[src/rtl/keypad_pkg.sv]
// keypad_pkg: shared types and constants for the 4x4 keypad scanner.
//   state_t     - scanner FSM states
//   KEYMAP      - key code indexed [row][column]
//   KEY_*       - named codes for the non-digit keys
//   one_low()   - true when exactly one bit of an active-low vector is 0
//   low_index() - index of the single 0 bit of an active-low vector
package keypad_pkg;

    typedef enum logic [1:0] {
        SCAN       = 2'd0,
        DB_PRESS   = 2'd1,
        PRESSED    = 2'd2,
        DB_RELEASE = 2'd3
    } state_t;

    localparam logic [3:0] KEY_DEL  = 4'hD;
    localparam logic [3:0] KEY_STAR = 4'hE;
    localparam logic [3:0] KEY_HASH = 4'hF;

    localparam logic [0:3][0:3][3:0] KEYMAP = '{
        '{4'h1,     4'h2, 4'h3,     4'hA},
        '{4'h4,     4'h5, 4'h6,     4'hB},
        '{4'h7,     4'h8, 4'h9,     4'hC},
        '{KEY_STAR, 4'h0, KEY_HASH, KEY_DEL}
    };

    function automatic logic one_low(input logic [3:0] v);
        logic r;
        case (v)
            4'b1110, 4'b1101, 4'b1011, 4'b0111: r = 1'b1;
            default:                            r = 1'b0;
        endcase
        return r;
    endfunction

    function automatic logic [1:0] low_index(input logic [3:0] v);
        logic [1:0] r;
        case (v)
            4'b1101: r = 2'd1;
            4'b1011: r = 2'd2;
            4'b0111: r = 2'd3;
            default: r = 2'd0;
        endcase
        return r;
    endfunction

endpackage

[src/rtl/keypad_scanner_if.sv]
// keypad_scanner_if: keypad matrix and key-code output bundle.
//   row    - keypad rows, active-low (keypad -> scanner)
//   col    - column drive, active-low one-cold (scanner -> keypad)
//   BCD    - code of the last accepted key
//   newVal - high while a debounced key is held
// master: the scanner side; slave: the keypad/consumer side.
interface keypad_scanner_if;
    logic [3:0] row;
    logic [3:0] col;
    logic [3:0] BCD;
    logic       newVal;

    modport master (input row, output col, output BCD, output newVal);
    modport slave  (output row, input col, input BCD, input newVal);
endinterface

[src/rtl/keypad_sync.sv]
// keypad_sync: 4-bit two-flop synchroniser for the asynchronous row inputs.
//   clk   - destination clock
//   reset - asynchronous active-high reset, both stages to 4'hF (no key)
//   d     - asynchronous row bits
//   q     - synchronised row bits
module keypad_sync (
    input  logic       clk,
    input  logic       reset,
    input  logic [3:0] d,
    output logic [3:0] q
);
    logic [3:0] meta;

    always_ff @(posedge clk or posedge reset) begin
        if (reset) begin
            meta <= 4'hF;
            q    <= 4'hF;
        end else begin
            meta <= d;
            q    <= meta;
        end
    end
endmodule

[src/rtl/keypad_scanner.sv]
// keypad_scanner: scans a 4x4 active-low keypad, debounces press and release,
// and presents the key code with a held-key level.
//   clk    - system clock
//   reset  - asynchronous active-high reset
//   kp     - keypad_scanner_if.master: row in; col, BCD, newVal out
// BCD only loads on press acceptance, so it is stable across the whole
// newVal pulse and after its falling edge.
module keypad_scanner
    import keypad_pkg::*;
#(
    parameter int SCAN_DIV        = 1000,
    parameter int DEBOUNCE_CYCLES = 200000
) (
    input  logic clk,
    input  logic reset,
    keypad_scanner_if.master kp
);
    localparam int DW  = (SCAN_DIV > 1)        ? $clog2(SCAN_DIV)        : 1;
    localparam int DBW = (DEBOUNCE_CYCLES > 1) ? $clog2(DEBOUNCE_CYCLES) : 1;
    localparam logic [DW-1:0]  DWELL_LAST = DW'(SCAN_DIV - 1);
    localparam logic [DBW-1:0] DB_LAST    = DBW'(DEBOUNCE_CYCLES - 1);

    state_t         state_q, state_d;
    logic [DW-1:0]  dwell_q;
    logic [DBW-1:0] db_q;
    logic [3:0]     col_q;
    logic [3:0]     row_pat_q;
    logic [1:0]     row_idx_q;
    logic [3:0]     bcd_q;
    logic           nv_q;
    logic [3:0]     row_s;

    logic dwell_end, db_end;
    logic rotate, latch, accept, release_done, db_run;

    keypad_sync u_sync (
        .clk   (clk),
        .reset (reset),
        .d     (kp.row),
        .q     (row_s)
    );

    assign dwell_end = (dwell_q == DWELL_LAST);
    assign db_end    = (db_q == DB_LAST);

    // State register
    always_ff @(posedge clk or posedge reset) begin
        if (reset) state_q <= SCAN;
        else       state_q <= state_d;
    end

    // Next-state logic
    always_comb begin
        state_d = state_q;
        case (state_q)
            SCAN:       if (dwell_end && one_low(row_s)) state_d = DB_PRESS;
            DB_PRESS:   if (row_s != row_pat_q)          state_d = SCAN;
                        else if (db_end)                 state_d = PRESSED;
            PRESSED:    if (row_s == 4'hF)               state_d = DB_RELEASE;
            DB_RELEASE: if (row_s != 4'hF)               state_d = PRESSED;
                        else if (db_end)                 state_d = SCAN;
            default:                                     state_d = SCAN;
        endcase
    end

    // Datapath controls. Any exit from a debounce state leaves db_run low,
    // which clears the counter, so it can never run past DB_LAST.
    always_comb begin
        rotate       = 1'b0;
        latch        = 1'b0;
        accept       = 1'b0;
        release_done = 1'b0;
        db_run       = 1'b0;
        case (state_q)
            SCAN: begin
                if (dwell_end) begin
                    if (one_low(row_s)) latch  = 1'b1;
                    else                rotate = 1'b1;  // none or ghosted multi-key
                end
            end
            DB_PRESS: begin
                if (row_s != row_pat_q) rotate = 1'b1;  // resume from next column
                else if (db_end)        accept = 1'b1;
                else                    db_run = 1'b1;
            end
            DB_RELEASE: begin
                if (row_s == 4'hF) begin
                    if (db_end) begin
                        release_done = 1'b1;
                        rotate       = 1'b1;
                    end else begin
                        db_run = 1'b1;
                    end
                end
            end
            default: ;
        endcase
    end

    always_ff @(posedge clk or posedge reset) begin
        if (reset) begin
            dwell_q   <= '0;
            db_q      <= '0;
            col_q     <= 4'b1110;
            row_pat_q <= 4'hF;
            row_idx_q <= 2'd0;
            bcd_q     <= 4'h0;
            nv_q      <= 1'b0;
        end else begin
            dwell_q <= (state_q == SCAN && !dwell_end) ? dwell_q + 1'b1 : '0;
            db_q    <= db_run ? db_q + 1'b1 : '0;
            if (rotate) col_q <= {col_q[2:0], col_q[3]};
            if (latch) begin
                row_pat_q <= row_s;
                row_idx_q <= low_index(row_s);
            end
            if (accept) begin
                // col is frozen since latch, so its index still names the key
                bcd_q <= KEYMAP[row_idx_q][low_index(col_q)];
                nv_q  <= 1'b1;
            end
            if (release_done) nv_q <= 1'b0;
        end
    end

    assign kp.col    = col_q;
    assign kp.BCD    = bcd_q;
    assign kp.newVal = nv_q;
endmodule

[src/flat_wrapper.sv]
// flat-port wrapper written by rule: the top's interface ports become plain ports
module keypad_scanner_flat import keypad_pkg::*;
#(
    parameter int SCAN_DIV        = 1000,
    parameter int DEBOUNCE_CYCLES = 200000
)
  (clk, reset, kp_row, kp_col, kp_BCD, kp_newVal);
  keypad_scanner_if kp_i ();
  input  logic clk;
  input  logic reset;
  input wire logic [$bits(kp_i.row)-1:0] kp_row;
  output wire logic [$bits(kp_i.col)-1:0] kp_col;
  output wire logic [$bits(kp_i.BCD)-1:0] kp_BCD;
  output wire logic [$bits(kp_i.newVal)-1:0] kp_newVal;
  assign kp_i.row = kp_row;
  assign kp_col = kp_i.col;
  assign kp_BCD = kp_i.BCD;
  assign kp_newVal = kp_i.newVal;
  keypad_scanner #(.SCAN_DIV(SCAN_DIV), .DEBOUNCE_CYCLES(DEBOUNCE_CYCLES)) u_core (.clk(clk), .reset(reset), .kp(kp_i));
endmodule
[config.mk]
export PLATFORM = sky130hd
export DESIGN_NAME = keypad_scanner_flat
export DESIGN_NICKNAME = d
export VERILOG_FILES = /design/src/rtl/keypad_pkg.sv /design/src/rtl/keypad_scanner_if.sv /design/src/rtl/keypad_sync.sv /design/src/rtl/keypad_scanner.sv /design/src/flat_wrapper.sv
export SDC_FILE = /design/constraint.sdc
export NUM_CORES = 1
export LEC_CHECK = 0
export BUFFER_PORTS_ARGS = -buffer_cell sky130_fd_sc_hd__buf_4
export CORE_AREA = 10 10 80 82
export DETAILED_ROUTE_END_ITERATION = 10
export DIE_AREA = 0 0 90 92
export PLACE_DENSITY = 0.74
export SLEW_MARGIN = 0
export SYNTH_ARGS = -nofsm -noshare
export SYNTH_HDL_FRONTEND = slang
export SYNTH_HIERARCHICAL = 1
export SYNTH_SLANG_ARGS = --single-unit
[constraint.sdc]
create_clock -name clk -period 5.9 [get_ports clk]
set_input_delay 0.885 -clock clk [delete_from_list [all_inputs] [get_ports clk]]
set_output_delay 0.885 -clock clk [all_outputs]
set_load 0.02 [all_outputs]
==> impl_metrics.yaml, run 1 <==
critical_path:
  cp_top_family: "simple AND/OR/NAND/NOR gates"
  critPathKind: "flip-flop to flip-flop"
  cp_slowest_cell: "nor3_1"
  crit_chain: "or4b_1 > nor3_2 > nand4_1 > nor3_1 > mux2_2"
  critPathLaunchType: "flip-flop"
  crit_buf_inv: 0
  max_stage_delay_ps: 640
  cp.required_ps: 6110
  crit_fanout: 6
  endpoint_kind: "flip-flop"
  crit_arrival_ps: 2740
timing:
  fin_skew_ps: 18.6
  min_period_ps: 2530
  finalSetupViolCount: 0
  fin_tns_setup_ps: 0
  period_share: 0.429
  hold_violations: 0
  report.final.slew_viol_count: 0
  clock.fmax_mhz: 395
  rsz0062_at_grt: "false"
  holdWs_ps: 359
  worst_pin_slew_ps: 781
  slew_headroom: 0.476
pwr:
  p_total_mw: 0.586
  power.leakage_nw: 1.18
  powerDensity_nw_per_um2: 207
  ir_worst_vdd_mv: 0.156
grt:
  grt_max_degree: 46
  antenna_found_initial: 0
  grt_pass1_vias: 1799
  grt_pass1_wl_um: 8160
  gr-total-overflow: 0
  track_usage: 0.116
synthesis:
  synth_top_area_frac: 0.366
  synth_most_common_cell: "dfrtp_1"
  netlist_top_cells_area: "dfrtp_1, dfstp_2, mux2_2, nor2_1, xnor2_1"
  synth.distinct_cells: 37
  async_flop_share: 1.00
  yosys.area.top_type: "dfrtp_1"
  synth-main-ff-cell: "dfrtp_1"
  synth_fp_nets: 258
  avgSynthCellArea_um2: 10.4
  yosysWarningCount: 6
  syn_inst: 250
  synth-seq-cells: 53
  netlist_area_um2: 2600
  synthTopCellsByCount: "dfrtp_1, nor2_1"
  synth_edf_count: 0
  synth-seq-area-share: 0.517
route:
  wire_per_inst_um: 13.5
  drt.antenna.violating_nets: 0
  via_count: 1785
  via_per_inst: 5.41
  dr.pass1.iters: 4
  drc_errors: 0
  routed_wl_um: 4450
  drt_iter0_drc: 137
clock_network:
  postCtsResizedCells: 0
  cts_setup_buffers: 0
  numCtsBuffers: 5
  clk_pin_slew_ps: 100
  holdBufCountCts: 0
  clock_latency_ps: 310
  cts_tree: "built"
  cts_sinks: 53
  root_buffer: "clkbuf_8"
  htree_levels: 2
  clockBufferDepth: 2
final_layout:
  area_delta_synth_final_pct: 9.09
  final_cell_count_no_fill: 330
  fin_util: 0.578
  drive_gt1_frac: 0.208
  final.fill_count: 433
  n_antenna_cell: 0
  fin_nets: 267
floorplanning:
  die_h_um: 92
  fp.dieW_um: 90
  core_um2: 4910
  start_util: 0.530
  num_rows: 26
  io_pins: 15
  die_area_um2: 8280
place:
  io_buffers: 14
  gp_congestion: 0.852
  hpwl_um: 3140
  placed_cells: 322
run:
  cap_violations: 0
min_path:
  hold_class: "flip-flop to flip-flop"
outcome:
  outcome: "finished, final reports clean"
==> cells in the final DEF, fill, tap and decap left out, drive strengths merged, types with 3 or more instances in the layout <==
cell and n:
and2 3, nand2b 4, nand4 6, a21oi 7
and4 3, or4b 3, and3 11, xnor2 15
buf 15, dfstp 15, nor2 35, dfrtp 38
mux2 12, inv 7, xor2 15, clkbuf 7
o21ai 8, nand3 15, nand2 11, nor3 6
nand4b 5
==> cell type report <==
cell class	count	area, µm²	area share
clock buffers	7	76.3	0.0269
clock inverters	1	8.76	0.00309
inverters	8	30.0	0.0106
multi-input cells	176	1180	0.415
flip-flops and latches	53	1350	0.474
well taps	70	87.6	0.0309
repair buffers	15	113	0.0397
==> sequential cells by signal, summed over array words and instances, names as in the netlist <==
name	flops
u_core/db_q	18
u_core/dwell_q	10
u_core/kp.BCD	4
u_core/kp.col	4
u_core/kp.newVal	1
u_core/row_idx_q	2
u_core/row_pat_q	4
u_core/state_q	2
u_core/u_sync/meta	4
u_core/u_sync/q	4
==> power breakdown <==
part           leakage [nW]  switching [mW]  internal (mW)  total, mW
Sequential            0.673         0.00359          0.368      0.372
Clock                0.0424           0.115         0.0850      0.200
Combinational         0.464         0.00884        0.00525     0.0141
==> kinds of logic (layout without fill, tap and decap cells) <==
group | count (synthesis) | in the layout | synth area share
mux | 14 | 14 | 0.0596
flops | 53 | 53 | 0.517
simple gates | 106 | 106 | 0.219
compound gates | 24 | 24 | 0.0630
buf+inv | 21 | 31 | 0.0303
xor+xnor | 30 | 30 | 0.101
fa+ha+maj | 2 | 2 | 0.00962
==> stage by stage <==
| stage | area, µm² | setup WS, ps |
|---|---|---|
| 2_1_floorplan | 2600 | 3530 |
| 3_3_place_gp | 2750 | 3430 |
| 3_5_place_dp | 2750 | 3370 |
| 4_1_cts | 2840 | 3340 |
| 5_1_grt | 2840 | 3220 |
| 6_report | 2840 | 3370 |
==> path summary, 6_finish.rpt <==
kind / startpoint / endpoint / slack (ps) / depth (start not counted)
min in group asynchronous: reset / u_core/dwell_q[2]$_DFF_PP0_ / 710 / 3
worst max register to register: u_core/db_q[14]$_DFF_PP0_ / u_core/kp.BCD[3]$_DFFE_PP0P_ / 3370 / 5
worst min register to register: u_core/u_sync/meta[1]$_DFF_PP1_ / u_core/u_sync/q[1]$_DFF_PP1_ / 360 / 0
worst min-delay path: u_core/u_sync/meta[1]$_DFF_PP1_ / u_core/u_sync/q[1]$_DFF_PP1_ / 360 / 0
worst max-delay path: u_core/db_q[14]$_DFF_PP0_ / u_core/kp.BCD[3]$_DFFE_PP0P_ / 3370 / 5
max in group asynchronous: reset / u_core/row_pat_q[3]$_DFFE_PP1P_ / 4790 / 3
==> layer usage <==
layer / GRT usage / vias to the layer above / part of all wire
li1: - / 880 / -
met5: 0 / - / 0
met3: 0.0342 / 7 / 0.042
met4: 0.0411 / 0 / 0.015
met1: 0.144 / 865 / 0.48
met2: 0.188 / 33 / 0.46
==> worst register-to-register path: cells and delay by family, from the launching register on <==
| kind | cells | cell delay [ps] |
|---|---|---|
| AND/OR/NAND/NOR | 4 | 1610 |
| flip-flops | 1 | 420 |
| multiplexers | 1 | 410 |
Power figures use the tool's default switching activity.
==> inputs of run 2 (changes only) <==
--- a/config.mk
+++ b/config.mk
@@ -6,10 +6,10 @@
 export NUM_CORES = 1
 export LEC_CHECK = 0
 export BUFFER_PORTS_ARGS = -buffer_cell sky130_fd_sc_hd__buf_4
-export CORE_AREA = 10 10 80 82
+export CORE_AREA = 10 10 81 83
 export DETAILED_ROUTE_END_ITERATION = 10
-export DIE_AREA = 0 0 90 92
-export PLACE_DENSITY = 0.74
+export DIE_AREA = 0 0 91 93
+export PLACE_DENSITY = 0.75
 export SLEW_MARGIN = 0
 export SYNTH_ARGS = -nofsm -noshare
 export SYNTH_HDL_FRONTEND = slang
==> constraint.sdc (replaced) <==
create_clock -name clk -period 2.2 [get_ports clk]
set_input_delay 0.33 -clock clk [delete_from_list [all_inputs] [get_ports clk]]
set_output_delay 0.33 -clock clk [all_outputs]
set_load 0.02 [all_outputs]
==> impl_metrics.yaml, run 2 (same netlist as run 1, synthesis figures left out) <==
route:
  drt_iter0_drc: 80
  drc_errors: 0
  dr.pass1.iters: 4
  via_count: 1878
  wire_per_inst_um: 13.5
  via_per_inst: 5.31
  routed_wl_um: 4780
  drt.antenna.violating_nets: 0
timing:
  min_period_ps: 2300
  slew_headroom: 0.354
  period_share: 1.05
  fin_skew_ps: 6.43
  worst_pin_slew_ps: 963
  hold_violations: 0
  fin_tns_setup_ps: -377
  report.final.slew_viol_count: 0
  holdWs_ps: 130
  finalSetupViolCount: 4
  clock.fmax_mhz: 434
  rsz0062_at_grt: "true"
  fin_ws_ps: -103
critical_path:
  crit_arrival_ps: 2500
  critPathLaunchType: "flip-flop"
  cp.required_ps: 2390
  reg2reg_to: "u_core/kp.col[0]$_DFFE_PP0P_"
  reg2reg_depth: 5
  crit_start: "u_core/db_q[9]$_DFF_PP0_"
  regToRegSetupSlack_ps: -100
  crit_fanout: 4
  critPathKind: "flip-flop to flip-flop"
  r2r_start: "u_core/db_q[9]$_DFF_PP0_"
  endpoint_kind: "flip-flop"
clock_network:
  cts_sinks: 53
  htree_levels: 2
  cts_tree: "built"
  clock_latency_ps: 300
  holdBufCountCts: 0
  root_buffer: "clkbuf_8"
  clockBufferDepth: 2
  numCtsBuffers: 5
  clk_pin_slew_ps: 90
floorplanning:
  core_um2: 5010
  fp.dieW_um: 91
  die_h_um: 93
  io_pins: 15
  num_rows: 26
  die_area_um2: 8460
  start_util: 0.519
final_layout:
  ff_latch_area_um2: 1350
  fin_nets: 291
  final.fill_count: 460
  layout_commonest_cell: "buf_4"
  largest_reg_flops: 18
  final_cell_count_no_fill: 354
  mostFrequentLayoutCells: "buf_4, dfrtp_1, nor2_1"
  multi_input_area_um2: 1200
  regMostFlops: "u_core/db_q"
  n_antenna_cell: 0
  area_delta_synth_final_pct: 17.8
  drive_gt1_frac: 0.282
  reg.largest.list: "u_core/db_q (18), u_core/dwell_q (10)"
run:
  cap_violations: 0
pwr:
  p_comb_frac: 0.028
  clkPwrFrac: 0.376
  power.internal_mw: 1.33
  power.leakage_nw: 1.33
  p_total_mw: 1.67
  switching_share: 0.202
  powerDensity_nw_per_um2: 544
  ir_worst_vdd_mv: 0.358
  p_sw_mw: 0.338
  p_seq_frac: 0.596
place:
  dp_slack_ps: -130
  placed_cells: 343
  hpwl_um: 3520
  io_buffers: 14
  gp_congestion: 0.798
min_path:
  hold_class: "primary input to flip-flop"
  holdPathStages: 1
  worstHoldStart: "kp_row[0]"
  worst_hold_path.endpoint: "u_core/u_sync/meta[0]$_DFF_PP1_"
grt:
  grt_max_degree: 29
  grt_pass1_vias: 1772
  grt_pass1_wl_um: 8260
  track_usage: 0.116
  gr-total-overflow: 0
  antenna_found_initial: 0
outcome:
  violations: "negative setup slack"
  outcome: "finished with violations"
-- run 2: cell count changes in the layout (fill, tap and decap cells not counted), sizes merged --
cell,previous run,this run
buf,15,39
clkinv,2,1
inv,7,8
-- run 2: area by class of cell --
cell class                      count  share of cell area
Sequential cell                    53               0.439
Multi-Input combinational cell    176               0.390
Timing Repair Buffer               39              0.0955
Clock buffer                        7              0.0351
Tap cell                           70              0.0286
Inverter                            8             0.00980
Clock inverter                      1             0.00204
-- run 2: what timing repair did --
action,CTS,global route
endpoints found under the setup margin,6,8
buffers inserted,4,0
pin swaps,2,1
endpoints found under the hold margin,0,0
resized for setup,4,0
-- run 2: worst max-delay path, cell delays in order, from the launching register on --
cell,delay (ps)
dfrtp_1,380
or4b_1,530
nor3_2,200
or4b_4,500
a32oi_4,260
mux2_4,320
-- run 2: power by group through the flow --
stage               clock network, mW  logic, mW  registers, mW
CTS                             0.644     0.0482          0.994
global placement                    0     0.0468           1.01
detailed placement                  0     0.0479           1.01
global route                    0.690     0.0536          0.995
finish                          0.628     0.0464          0.994
floorplan                           0     0.0325           1.01
-- run 2: per-layer routing --
layer  routed length [µm]  share of wire  vias to the layer above  GRT usage
met2                 2250           0.47                       31      0.186
met3                  194          0.041                        3     0.0296
met5                    0              0                        -          0
met1                 2300           0.48                      918      0.151
li1                     -              -                      926          -
met4                   30         0.0063                        0     0.0352
-- run 2: worst max path at each step --
stage | to | cells past startpoint | slack, ps
CTS | u_core/kp.col[0]$_DFFE_PP0P_ | 5 | -120
detailed placement | u_core/kp.col[0]$_DFFE_PP0P_ | 5 | -130
floorplan | u_core/kp.col[0]$_DFFE_PP0P_ | 5 | -110
finish | u_core/kp.col[0]$_DFFE_PP0P_ | 5 | -100
global placement | u_core/kp.col[0]$_DFFE_PP0P_ | 5 | -80
global route | u_core/kp.col[0]$_DFFE_PP0P_ | 5 | -180
-- run 2: through the flow --
step | cell area, µm² | utilization
5_1_grt | 3070 | 0.612
3_5_place_dp | 2910 | 0.582
4_1_cts | 3070 | 0.612
3_3_place_gp | 2910 | 0.582
2_1_floorplan | 2610 | -
6_report | 3070 | 0.612
==> inputs of run 3 (changes only) <==
--- a/config.mk
+++ b/config.mk
@@ -6,10 +6,11 @@
 export NUM_CORES = 1
 export LEC_CHECK = 0
 export BUFFER_PORTS_ARGS = -buffer_cell sky130_fd_sc_hd__buf_4
-export CORE_AREA = 10 10 81 83
+export CORE_AREA = 10 10 105 107
 export DETAILED_ROUTE_END_ITERATION = 10
-export DIE_AREA = 0 0 91 93
-export PLACE_DENSITY = 0.75
+export DIE_AREA = 0 0 115 117
+export PLACE_DENSITY = 0.48
+export SKIP_LAST_GASP = 1
 export SLEW_MARGIN = 0
 export SYNTH_ARGS = -nofsm -noshare
 export SYNTH_HDL_FRONTEND = slang
==> impl_metrics.yaml, run 3 (same netlist as run 1, synthesis figures left out) <==
critical_path:
  cp.required_ps: 2430
  crit_start: "u_core/db_q[13]$_DFF_PP0_"
  endpoint_kind: "flip-flop"
  reg2reg_to: "u_core/kp.col[3]$_DFFE_PP1P_"
  cp_slowest_cell: "or4b_1"
  critPathKind: "flip-flop to flip-flop"
  r2r_start: "u_core/db_q[13]$_DFF_PP0_"
  regToRegSetupSlack_ps: -120
  crit_fanout: 4
  crit_chain: "or4b_1 > nor3_2 > or4b_4 > a32oi_4 > mux2_2"
  critPathLaunchType: "flip-flop"
  crit_arrival_ps: 2550
  max_stage_delay_ps: 530
  reg2reg_depth: 5
  cp_top_family: "simple AND/OR/NAND/NOR gates"
  crit_buf_inv: 0
final_layout:
  final.fill_count: 940
  ff_latch_area_um2: 1350
  n_antenna_cell: 0
  fin_util: 0.345
  reg.largest.list: "u_core/db_q (18), u_core/dwell_q (10)"
  largest_reg_flops: 18
  regMostFlops: "u_core/db_q"
  fin_nets: 292
  area_delta_synth_final_pct: 19.7
  mostFrequentLayoutCells: "buf_4, dfrtp_1, nor2_1"
  layout_commonest_cell: "buf_4"
  drive_gt1_frac: 0.284
  multi_input_area_um2: 1200
route:
  drc_errors: 0
  via_count: 1841
  drt_iter0_drc: 82
  via_per_inst: 4.65
  dr.pass1.iters: 4
  wire_per_inst_um: 12.7
  drt.antenna.violating_nets: 0
  routed_wl_um: 5030
min_path:
  worstHoldStart: "kp_row[3]"
  hold_class: "primary input to flip-flop"
  worst_hold_path.endpoint: "u_core/u_sync/meta[3]$_DFF_PP1_"
  holdPathStages: 1
place:
  dp_slack_ps: -131
  hpwl_um: 3520
  gp_congestion: 0.789
  io_buffers: 14
clock_network:
  clk_pin_slew_ps: 90
  cts_sinks: 53
  clock_latency_ps: 310
  numCtsBuffers: 5
  htree_levels: 2
  cts_tree: "built"
  root_buffer: "clkbuf_8"
  holdBufCountCts: 0
  clockBufferDepth: 2
timing:
  fin_tns_setup_ps: -411
  rsz0062_at_grt: "true"
  period_share: 1.06
  fin_skew_ps: 18.8
  finalSetupViolCount: 4
  clock.fmax_mhz: 430
  hold_violations: 0
  report.final.slew_viol_count: 0
  min_period_ps: 2320
  holdWs_ps: 127
  fin_ws_ps: -123
  worst_pin_slew_ps: 582
  slew_headroom: 0.612
floorplanning:
  core_um2: 9020
  die_h_um: 117
  io_pins: 15
  start_util: 0.288
  fp.dieW_um: 115
  die_area_um2: 13500
  num_rows: 35
grt:
  antenna_found_initial: 0
  gr-total-overflow: 0
  track_usage: 0.0794
  grt_pass1_vias: 1926
  grt_pass1_wl_um: 8760
  grt_max_degree: 46
pwr:
  p_total_mw: 1.65
  powerDensity_nw_per_um2: 530
  ir_worst_vdd_mv: 0.231
  power.leakage_nw: 1.33
outcome:
  violations: "negative setup slack"
  outcome: "finished with violations"
run:
  cap_violations: 0
run 3: worst register-to-register path: stages, from the launching register on:
cell and delay [ps]:
dfrtp_1 380, or4b_1 530, nor3_2 210, or4b_4 500, a32oi_4 260, mux2_2 370
run 3: cell type report:
class,instances,area share
Sequential cell,53,0.432
Multi-Input combinational cell,176,0.384
Timing Repair Buffer,40,0.0965
Tap cell,111,0.0446
Clock buffer,7,0.0314
Inverter,8,0.00965
Clock inverter,1,0.00161
run 3: timing repair:
item	4_1_cts	5_1_grt
pin swaps	1	1
resized for setup	0	4
buffers inserted	3	2
setup endpoints to repair	4	8
run 3: worst max-delay path by stage:
stage                     cells after the start  slack [ps]                            to
after floorplan                               5        -110  u_core/kp.col[0]$_DFFE_PP0P_
after global placement                        5         -90  u_core/kp.col[0]$_DFFE_PP0P_
after detailed placement                      5        -130  u_core/kp.col[3]$_DFFE_PP1P_
after CTS                                     5        -140  u_core/kp.col[3]$_DFFE_PP1P_
after global routing                          5        -220  u_core/kp.col[3]$_DFFE_PP1P_
final                                         5        -120  u_core/kp.col[3]$_DFFE_PP1P_
run 3: through the flow:
step	area [µm²]	std cells
2_1_floorplan	2610	250
5_1_grt	3110	396
3_5_place_dp	2970	385
3_3_place_gp	2970	385
6_report	3110	396
4_1_cts	3100	396
run 3: routing by layer:
layer  wire length (µm)  global-route usage
met2               2330               0.128
met1               2500              0.0994
met4                 23              0.0223
met3                175              0.0260
met5                  0                   0
run 3: where the power goes:
part           leakage [nW]  switching, mW  total (mW)  internal [mW]
sequential            0.673        0.00310       0.991          0.988
combinational         0.602         0.0332      0.0520         0.0189
clock                0.0534          0.316       0.608          0.293
